--- src/rtl/inst_encoder.sv ---
// inst_encoder: packs RISC-V instruction fields and an unpacked immediate into
// a 32-bit instruction word, buffered through a DEPTH-entry output FIFO.
// Optional immediate range checking is enabled by defining IMM_RANGE_CHECK_EN;
// without it only an undefined immediate type raises imm_err.

`ifndef Imm_type_num_log2
`define Imm_type_num_log2 4
`define Imm_no      4'd0
`define Imm_I_type  4'd1
`define Imm_I_shift 4'd2
`define Imm_S_type  4'd3
`define Imm_B_type  4'd4
`define Imm_U_type  4'd5
`define Imm_J_type  4'd6
`define Imm_CSR     4'd7
`endif

module inst_encoder #(
  parameter int unsigned DEPTH = 2
) (
  input  logic                          clk,
  input  logic                          rst,
  input  logic                          in_valid,
  output logic                          in_ready,
  input  logic [`Imm_type_num_log2-1:0] imm_type,
  input  logic [31:0]                   imm,
  input  logic [6:0]                    opcode,
  input  logic [4:0]                    rd,
  input  logic [4:0]                    rs1,
  input  logic [4:0]                    rs2,
  input  logic [2:0]                    funct3,
  input  logic [6:0]                    funct7,
  output logic                          out_valid,
  input  logic                          out_ready,
  output logic [31:0]                   instr,
  output logic                          imm_err,
  output logic [15:0]                   enc_cnt,
  output logic [15:0]                   err_cnt
);

  localparam int unsigned AW = (DEPTH > 2) ? $clog2(DEPTH) : 1;
  localparam int unsigned CW = AW + 1;

`ifdef IMM_RANGE_CHECK_EN
  localparam bit RANGE_CHK = 1'b1;
`else
  localparam bit RANGE_CHK = 1'b0;
`endif

  logic [31:0]   r_mem_instr [DEPTH];
  logic          r_mem_err   [DEPTH];
  logic [AW-1:0] r_wr_ptr;
  logic [AW-1:0] r_rd_ptr;
  logic [CW-1:0] r_count;
  logic          r_in_ready;
  logic          r_out_valid;
  logic [31:0]   r_instr;
  logic          r_imm_err;
  logic [15:0]   r_enc_cnt;
  logic [15:0]   r_err_cnt;

  logic [31:0]   w_enc_instr;
  logic          w_undef;
  logic          w_range_err;
  logic          w_enc_err;
  logic          w_push;
  logic          w_pop;
  logic [CW-1:0] w_count_next;
  logic [AW-1:0] w_rd_next;
  logic          w_head_is_new;
  logic [31:0]   w_head_instr;
  logic          w_head_err;

  // Field packing and immediate representability per immediate format
  always_comb begin
    w_enc_instr = {funct7, rs2, rs1, funct3, rd, opcode};
    w_undef     = 1'b0;
    w_range_err = 1'b0;
    case (imm_type)
      `Imm_no: begin
        w_enc_instr = {funct7, rs2, rs1, funct3, rd, opcode};
      end
      `Imm_I_type: begin
        w_enc_instr = {imm[11:0], rs1, funct3, rd, opcode};
        w_range_err = (imm[31:11] != {21{imm[11]}});
      end
      `Imm_I_shift: begin
        w_enc_instr = {funct7, imm[4:0], rs1, funct3, rd, opcode};
        w_range_err = (imm[31:5] != 27'd0);
      end
      `Imm_S_type: begin
        w_enc_instr = {imm[11:5], rs2, rs1, funct3, imm[4:0], opcode};
        w_range_err = (imm[31:11] != {21{imm[11]}});
      end
      `Imm_B_type: begin
        w_enc_instr = {imm[12], imm[10:5], rs2, rs1, funct3, imm[4:1], imm[11], opcode};
        w_range_err = (imm[31:12] != {20{imm[12]}}) | imm[0];
      end
      `Imm_U_type: begin
        w_enc_instr = {imm[31:12], rd, opcode};
        w_range_err = (imm[11:0] != 12'd0);
      end
      `Imm_J_type: begin
        w_enc_instr = {imm[20], imm[10:1], imm[11], imm[19:12], rd, opcode};
        w_range_err = (imm[31:20] != {12{imm[20]}}) | imm[0];
      end
      `Imm_CSR: begin
        w_enc_instr = {funct7, rs2, imm[4:0], funct3, rd, opcode};
        w_range_err = (imm[31:5] != 27'd0);
      end
      default: begin
        w_undef = 1'b1;
      end
    endcase
    w_enc_err = w_undef | (RANGE_CHK & w_range_err);
  end

  // Handshake, next occupancy and the word that will sit at the head next cycle
  always_comb begin
    w_push        = in_valid & r_in_ready;
    w_pop         = r_out_valid & out_ready;
    w_count_next  = r_count + CW'(w_push) - CW'(w_pop);
    w_rd_next     = r_rd_ptr + AW'(w_pop);
    w_head_is_new = w_push && (w_rd_next == r_wr_ptr);
    w_head_instr  = w_head_is_new ? w_enc_instr : r_mem_instr[w_rd_next];
    w_head_err    = w_head_is_new ? w_enc_err   : r_mem_err[w_rd_next];
  end

  // Buffer storage; contents are don't-care until written
  always_ff @(posedge clk) begin
    if (!rst && w_push) begin
      r_mem_instr[r_wr_ptr] <= w_enc_instr;
      r_mem_err[r_wr_ptr]   <= w_enc_err;
    end
  end

  // Pointers, occupancy, registered outputs and pop counters
  always_ff @(posedge clk) begin
    if (rst) begin
      r_wr_ptr    <= '0;
      r_rd_ptr    <= '0;
      r_count     <= '0;
      r_in_ready  <= 1'b1;
      r_out_valid <= 1'b0;
      r_instr     <= '0;
      r_imm_err   <= 1'b0;
      r_enc_cnt   <= '0;
      r_err_cnt   <= '0;
    end else begin
      if (w_push) begin
        r_wr_ptr <= r_wr_ptr + AW'(1);
      end
      r_rd_ptr    <= w_rd_next;
      r_count     <= w_count_next;
      r_in_ready  <= (w_count_next < CW'(DEPTH));
      r_out_valid <= (w_count_next != '0);
      r_instr     <= (w_count_next != '0) ? w_head_instr : 32'd0;
      r_imm_err   <= (w_count_next != '0) ? w_head_err : 1'b0;
      if (w_pop) begin
        r_enc_cnt <= r_enc_cnt + 16'd1;
        if (r_imm_err) begin
          r_err_cnt <= r_err_cnt + 16'd1;
        end
      end
    end
  end

  assign in_ready  = r_in_ready;
  assign out_valid = r_out_valid;
  assign instr     = r_instr;
  assign imm_err   = r_imm_err;
  assign enc_cnt   = r_enc_cnt;
  assign err_cnt   = r_err_cnt;

endmodule

--- config.mk ---
export PLATFORM = sky130hd
export DESIGN_NAME = inst_encoder
export DESIGN_NICKNAME = d
export VERILOG_FILES = /design/src/rtl/inst_encoder.sv
export SDC_FILE = /design/constraint.sdc
export NUM_CORES = 1
export LEC_CHECK = 0
export ABC_AREA = 1
export CORE_ASPECT_RATIO = 0.8
export CORE_UTILIZATION = 55
export DETAILED_ROUTE_END_ITERATION = 7
export PLACE_DENSITY = 0.86
export SLEW_MARGIN = 20
export SYNTH_ARGS = -nofsm -noshare
export SYNTH_HDL_FRONTEND = slang
export SYNTH_SLANG_ARGS = --single-unit
--- constraint.sdc ---
create_clock -name clk -period 8.53 [get_ports clk]
set_clock_uncertainty 0.15 [all_clocks]
set_input_delay 2.1325 -clock clk [delete_from_list [all_inputs] [get_ports clk]]
set_output_delay 2.1325 -clock clk [all_outputs]
set_load 0.005 [all_outputs]
# Yosys cells after proc, flatten, opt, wreduce, memory -nomap -nowiden
# Memory sizes are Yosys's and may differ from the RTL's. A register that Yosys moved wholly into a read port is not among the register bits.
# Index checks and enable logic that the tools add are counted.
word_totals:
  register_bits: 38
  ramBits: 66
  input_bits: 72
  out_inout_bits: 67
  wordCells: 37
  memories: 2
memory_table:
  columns: ["memory", "depth", "width", "read_ports", "rd_ports_with_merged_regs", "write_ports", "line_no", "source"]
  rows:
  - ["r_mem_instr", 2, 32, 1, 1, 1, "50", "logic [31:0] r_mem_instr [DEPTH];"]
  - ["r_mem_err", 2, 1, 1, 1, 1, "51", "logic r_mem_err [DEPTH];"]
op_classes:
  addsub: 6
  n_lt_le_gt_ge: 1
  eq_ne: 7
  n_mux: 4
  bitwise: 3
  n_reduce_logical: 7
op_table:
  columns: ["op", "n"]
  rows:
  - ["one-hot mux 32 bit (7 select lines)", 1]
  - ["adder 16 x 1 -> 16 bit, second input constant", 2]
  - ["equality test 4 x 3 -> 1 bit, second input constant", 4]
  - ["equality test 4 x 2 -> 1 bit, second input constant", 2]
  - ["OR reduction 8 bit", 1]
  - ["equality test 4 x 1 -> 1 bit, second input constant", 1]
  - ["logical NOT 4 bit", 1]
  - ["two-way mux 1 bit", 3]
  - ["adder 2 x 1 -> 2 bit", 1]
  - ["bitwise AND 1 bit", 2]
  - ["< comparator 2 bit, second input constant", 1]
  - ["AND reduction 2 bit", 1]
  - ["nonzero test 2 bit", 1]
  - ["OR reduction 2 bit", 1]
  - ["subtractor 2 x 1 -> 2 bit", 1]
  - ["adder 1 bit", 1]
  - ["adder 1 bit, second input constant", 1]
  - ["logical AND 1 bit", 1]
  - ["logical NOT 1 bit", 1]
  - ["inverter 1 bit", 1]

# Logic depth before layout (Yosys ltp)
logic_depth:
  word_depth: 6
  ltp_mapped: 13

# Worst setup path after synthesis
# OpenSTA, ideal clock, no wires.
synth_timing:
  path_type: "input -> register"
  startpoint: "in in_valid"
  endpoint: "mem r_mem_err[0], enable pin"
  setup_ns: 0.423
  arrival_ns: 3.825
  path_slack_ns: 4.132
  cell_stages: 4
  path_buffers: 0
  path_cell_list: "nand2_1 > nor2_1 > inv_1 > nor2_1"
synth_between:
  elab_chain_cells: 4
synth_rtl:
  columns: ["item", "line_no", "source"]
  rows:
  - ["start, declared", "23", "input logic in_valid,"]
  - ["bitwise AND 1 bit", "120", "w_push = in_valid & r_in_ready;"]
  - ["logical AND 1 bit", "131", "if (!rst && w_push) begin"]
  - ["two-way mux 1 bit", "131", null]
  - ["two-way mux 1 bit (implied by the code)", "133", "r_mem_err[r_wr_ptr] <= w_enc_err;"]
  - ["end, declared", "51", null]
# No other way between the ends.

# Worst setup path in the final report
layout_timing:
  startpoint: "in out_ready"
  endpoint: "reg r_instr[20], in the netlist instr[20] (read register of r_mem_instr)"
layout_between:
  elab_chain_cells: 5
  word_cells_on_any_way: 6
layout_rtl:
  columns: ["item", "line_no", "source"]
  rows:
  - ["start, declared", "34", "input logic out_ready,"]
  - ["bitwise AND 1 bit *", "121", "w_pop = r_out_valid & out_ready;"]
  - ["subtractor 2 x 1 -> 2 bit", "122", "w_count_next = r_count + CW'(w_push) - CW'(w_pop);"]
  - ["nonzero test 2 bit", "157", "r_instr <= (w_count_next != '0) ? w_head_instr : 32'd0;"]
  - ["inverter 1 bit (no line)", null, null]
  - ["OR reduction 2 bit (no line)", null, null]
  - ["end, declared", "57", "logic [31:0] r_instr;"]
# Mark *: on every way between the ends. The rest lies on a longest branch, timed or not.
# A chain may end at the register's enable or synchronous reset.

==> out/metrics.csv <==
metric;value;unit
fin area;8370;µm²
Tcrit/Tclk final;0.559;
diode count;0;
cell depth of the worst flop-to-flop path;10;
H-tree depth;4;
Die H;97.5;µm
leakage power figure;3.46;nW
max incr delay on CP;520;ps
Final Non-Filler Cells;1077;
DRC viols;0;
Final GP Congestion;0.901;
Cell Rows;34;
Placeable Area;11000;µm²
NumNets Final;996;
WL final;16000;µm
vias in the first global route;5390;
cts hold-fix bufs;0;
Synth Register Bits;137;
outcome;finished clean;
Port Buffer Count;138;
CP arrival;4930;ps
I/O pins;139;
critical-path maximum fanout;36;
first-pass GRT wire length;25700;µm
Power Dens Cells;269;nW/µm²
CP required;8690;ps
CTS tree;built;
Hold Violations, Final;0;
cell repeated most along the worst path;nand2_2;
critical-path cell list;clkdlybuf4s50_1 > nand2_2 > nand2_2 > nand2_2 > nand2_1 > nand3_2 > buf_4 > inv_1 > nand3_1 > nand2_1 > inv_1;
Tightest Pin Transition;1100;ps
DR iter-0 viols;517;
Synth async-reset ratio;0;
die width;121;µm
register area share after synthesis;0.543;
antenna violations before repair;0;
Post-CTS Setup Repair Bufs;0;
hold path depth;2;
Slew headroom;0.263;
routed len/inst;14.8;µm
Max Root-Sink Buffers;2;
Skew-Pair Late Insertion Delay;420;ps
# setup viols final;0;
fin util;0.762;
pin count of the biggest net entering global routing;37;
Initial DRT Pass Iterations;8;
Fin Hold WS;343;ps
Post-synth EDFFs;66;
Setup CP Type;in -> reg;
Max Slew Vio Count;0;
# placed instances;1045;
unrepaired setup endpoints after global routing;false;
Max rail drop VDD;0.000196;V
Netlist Area Pre-Place;6270;µm²
Num CTS Buffers;17;
setup ws final;3760;ps
setup_tns;0;ps
Area after DPL;7730;µm²
Layout area overhead;33.4;%
YS warnings;0;
CTS sink count;137;
Final Critical Period;4770;ps
via/cell ratio;5.33;
Initial Util;0.571;
dpl ws;3440;ps
GRT overflow;0;
max_cap viols;0;
area leader, netlist;edfxtp_1;
Via Count;5741;
final total power;2.25;mW
Root Driver;clkbuf_16;
post-CTS resize count;0;
Antenna Nets Post-Route;0;
Commonest cells post-synth;nand2_1, nor2_1, nand3_1;
CP endpoint kind;flip-flop;
top cells by area, synth;edfxtp_1, dfxtp_1, nand2_1;
synthesized net count;861;
Slowest cell on crit path;clkdlybuf4s50_1;
most frequent cell after synthesis;nand2_1;
startpoint types;primary input;
syn avg cell area;7.99;µm²
Final HPWL DP;10400;µm
DIE AREA;11800;µm²
Peak Freq;0.210;GHz
Yosys cell types;34;
Reg clk slew, reported paths;60;ps
share of post-route cells with drive strength above 1;0.0718;
Post-Syn Instances;785;
ys flop type;dfxtp_1;
GR Util All Layers;0.281;
Synth top area share;0.316;
Hold WC Path Type;reg -> reg;
[critical path: cells and delay by family]
family                 cells  cell delay (ps)
buffers and inverters      4             1160
AND/OR/NAND/NOR            7             1600
[area by class of cell]
class	instances	area [µm²]
Multi-Input combinational cell	560	2520
Fill cell	752	2610
Timing Repair Buffer	139	1390
Sequential cell	137	3400
Tap cell	144	180
Inverter	65	244
Clock inverter	14	204
Clock buffer	18	429
[path summary, 6_finish.rpt]
path                       startpoint                  endpoint  slack (ps)
max reg2reg      out_valid$_SDFF_PP0_      instr[20]$_SDFF_PP0_        5630
min          err_cnt[10]$_SDFFE_PP0P_  err_cnt[10]$_SDFFE_PP0P_         340
min reg2reg  err_cnt[10]$_SDFFE_PP0P_  err_cnt[10]$_SDFFE_PP0P_         340
max                         out_ready      instr[20]$_SDFF_PP0_        3760
[cell families after synthesis]
kind of cell,count (synthesis),synth area share
DFF,137,0.543
and+or+nand+nor,501,0.339
xor gates and xnor gates,1,0.00140
AOI/OAI and AO/OA,54,0.0507
buffers and inverters,88,0.0581
adders and majority gates,4,0.00798
[power breakdown]
part | switching, mW | total [mW] | internal (mW)
clock | 0.275 | 0.790 | 0.515
sequential | 0.0481 | 0.864 | 0.816
combinational | 0.329 | 0.597 | 0.268
total | 0.652 | 2.25 | 1.60
[layer usage]
metal	up-vias	global-route usage	part of all wire
met5	-	0	0
li1	2805	-	-
met3	23	0.0745	0.091
met2	294	0.448	0.46
met4	0	0.0893	0.014
met1	2619	0.371	0.43
[registers in the layout, summed over array words and instances (netlist names)]
name	count
imm_err	1
r_mem_instr	64
enc_cnt	16
in_ready	1
r_count	2
r_wr_ptr	1
err_cnt	16
r_rd_ptr	1
r_mem_err	2
instr	32
out_valid	1
[placed cells by master (no fill, tap or decap), types with 10 or more instances in the layout]
master / instances
nand2_1: 250
clkdlybuf4s50_1: 138
nor2_1: 125
nand3_1: 82
dfxtp_1: 71
edfxtp_1: 66
inv_1: 59
a21oi_1: 21
o21ai_0: 19
clkbuf_16: 17
nand2_2: 10
Power figures use the tool's default switching activity.
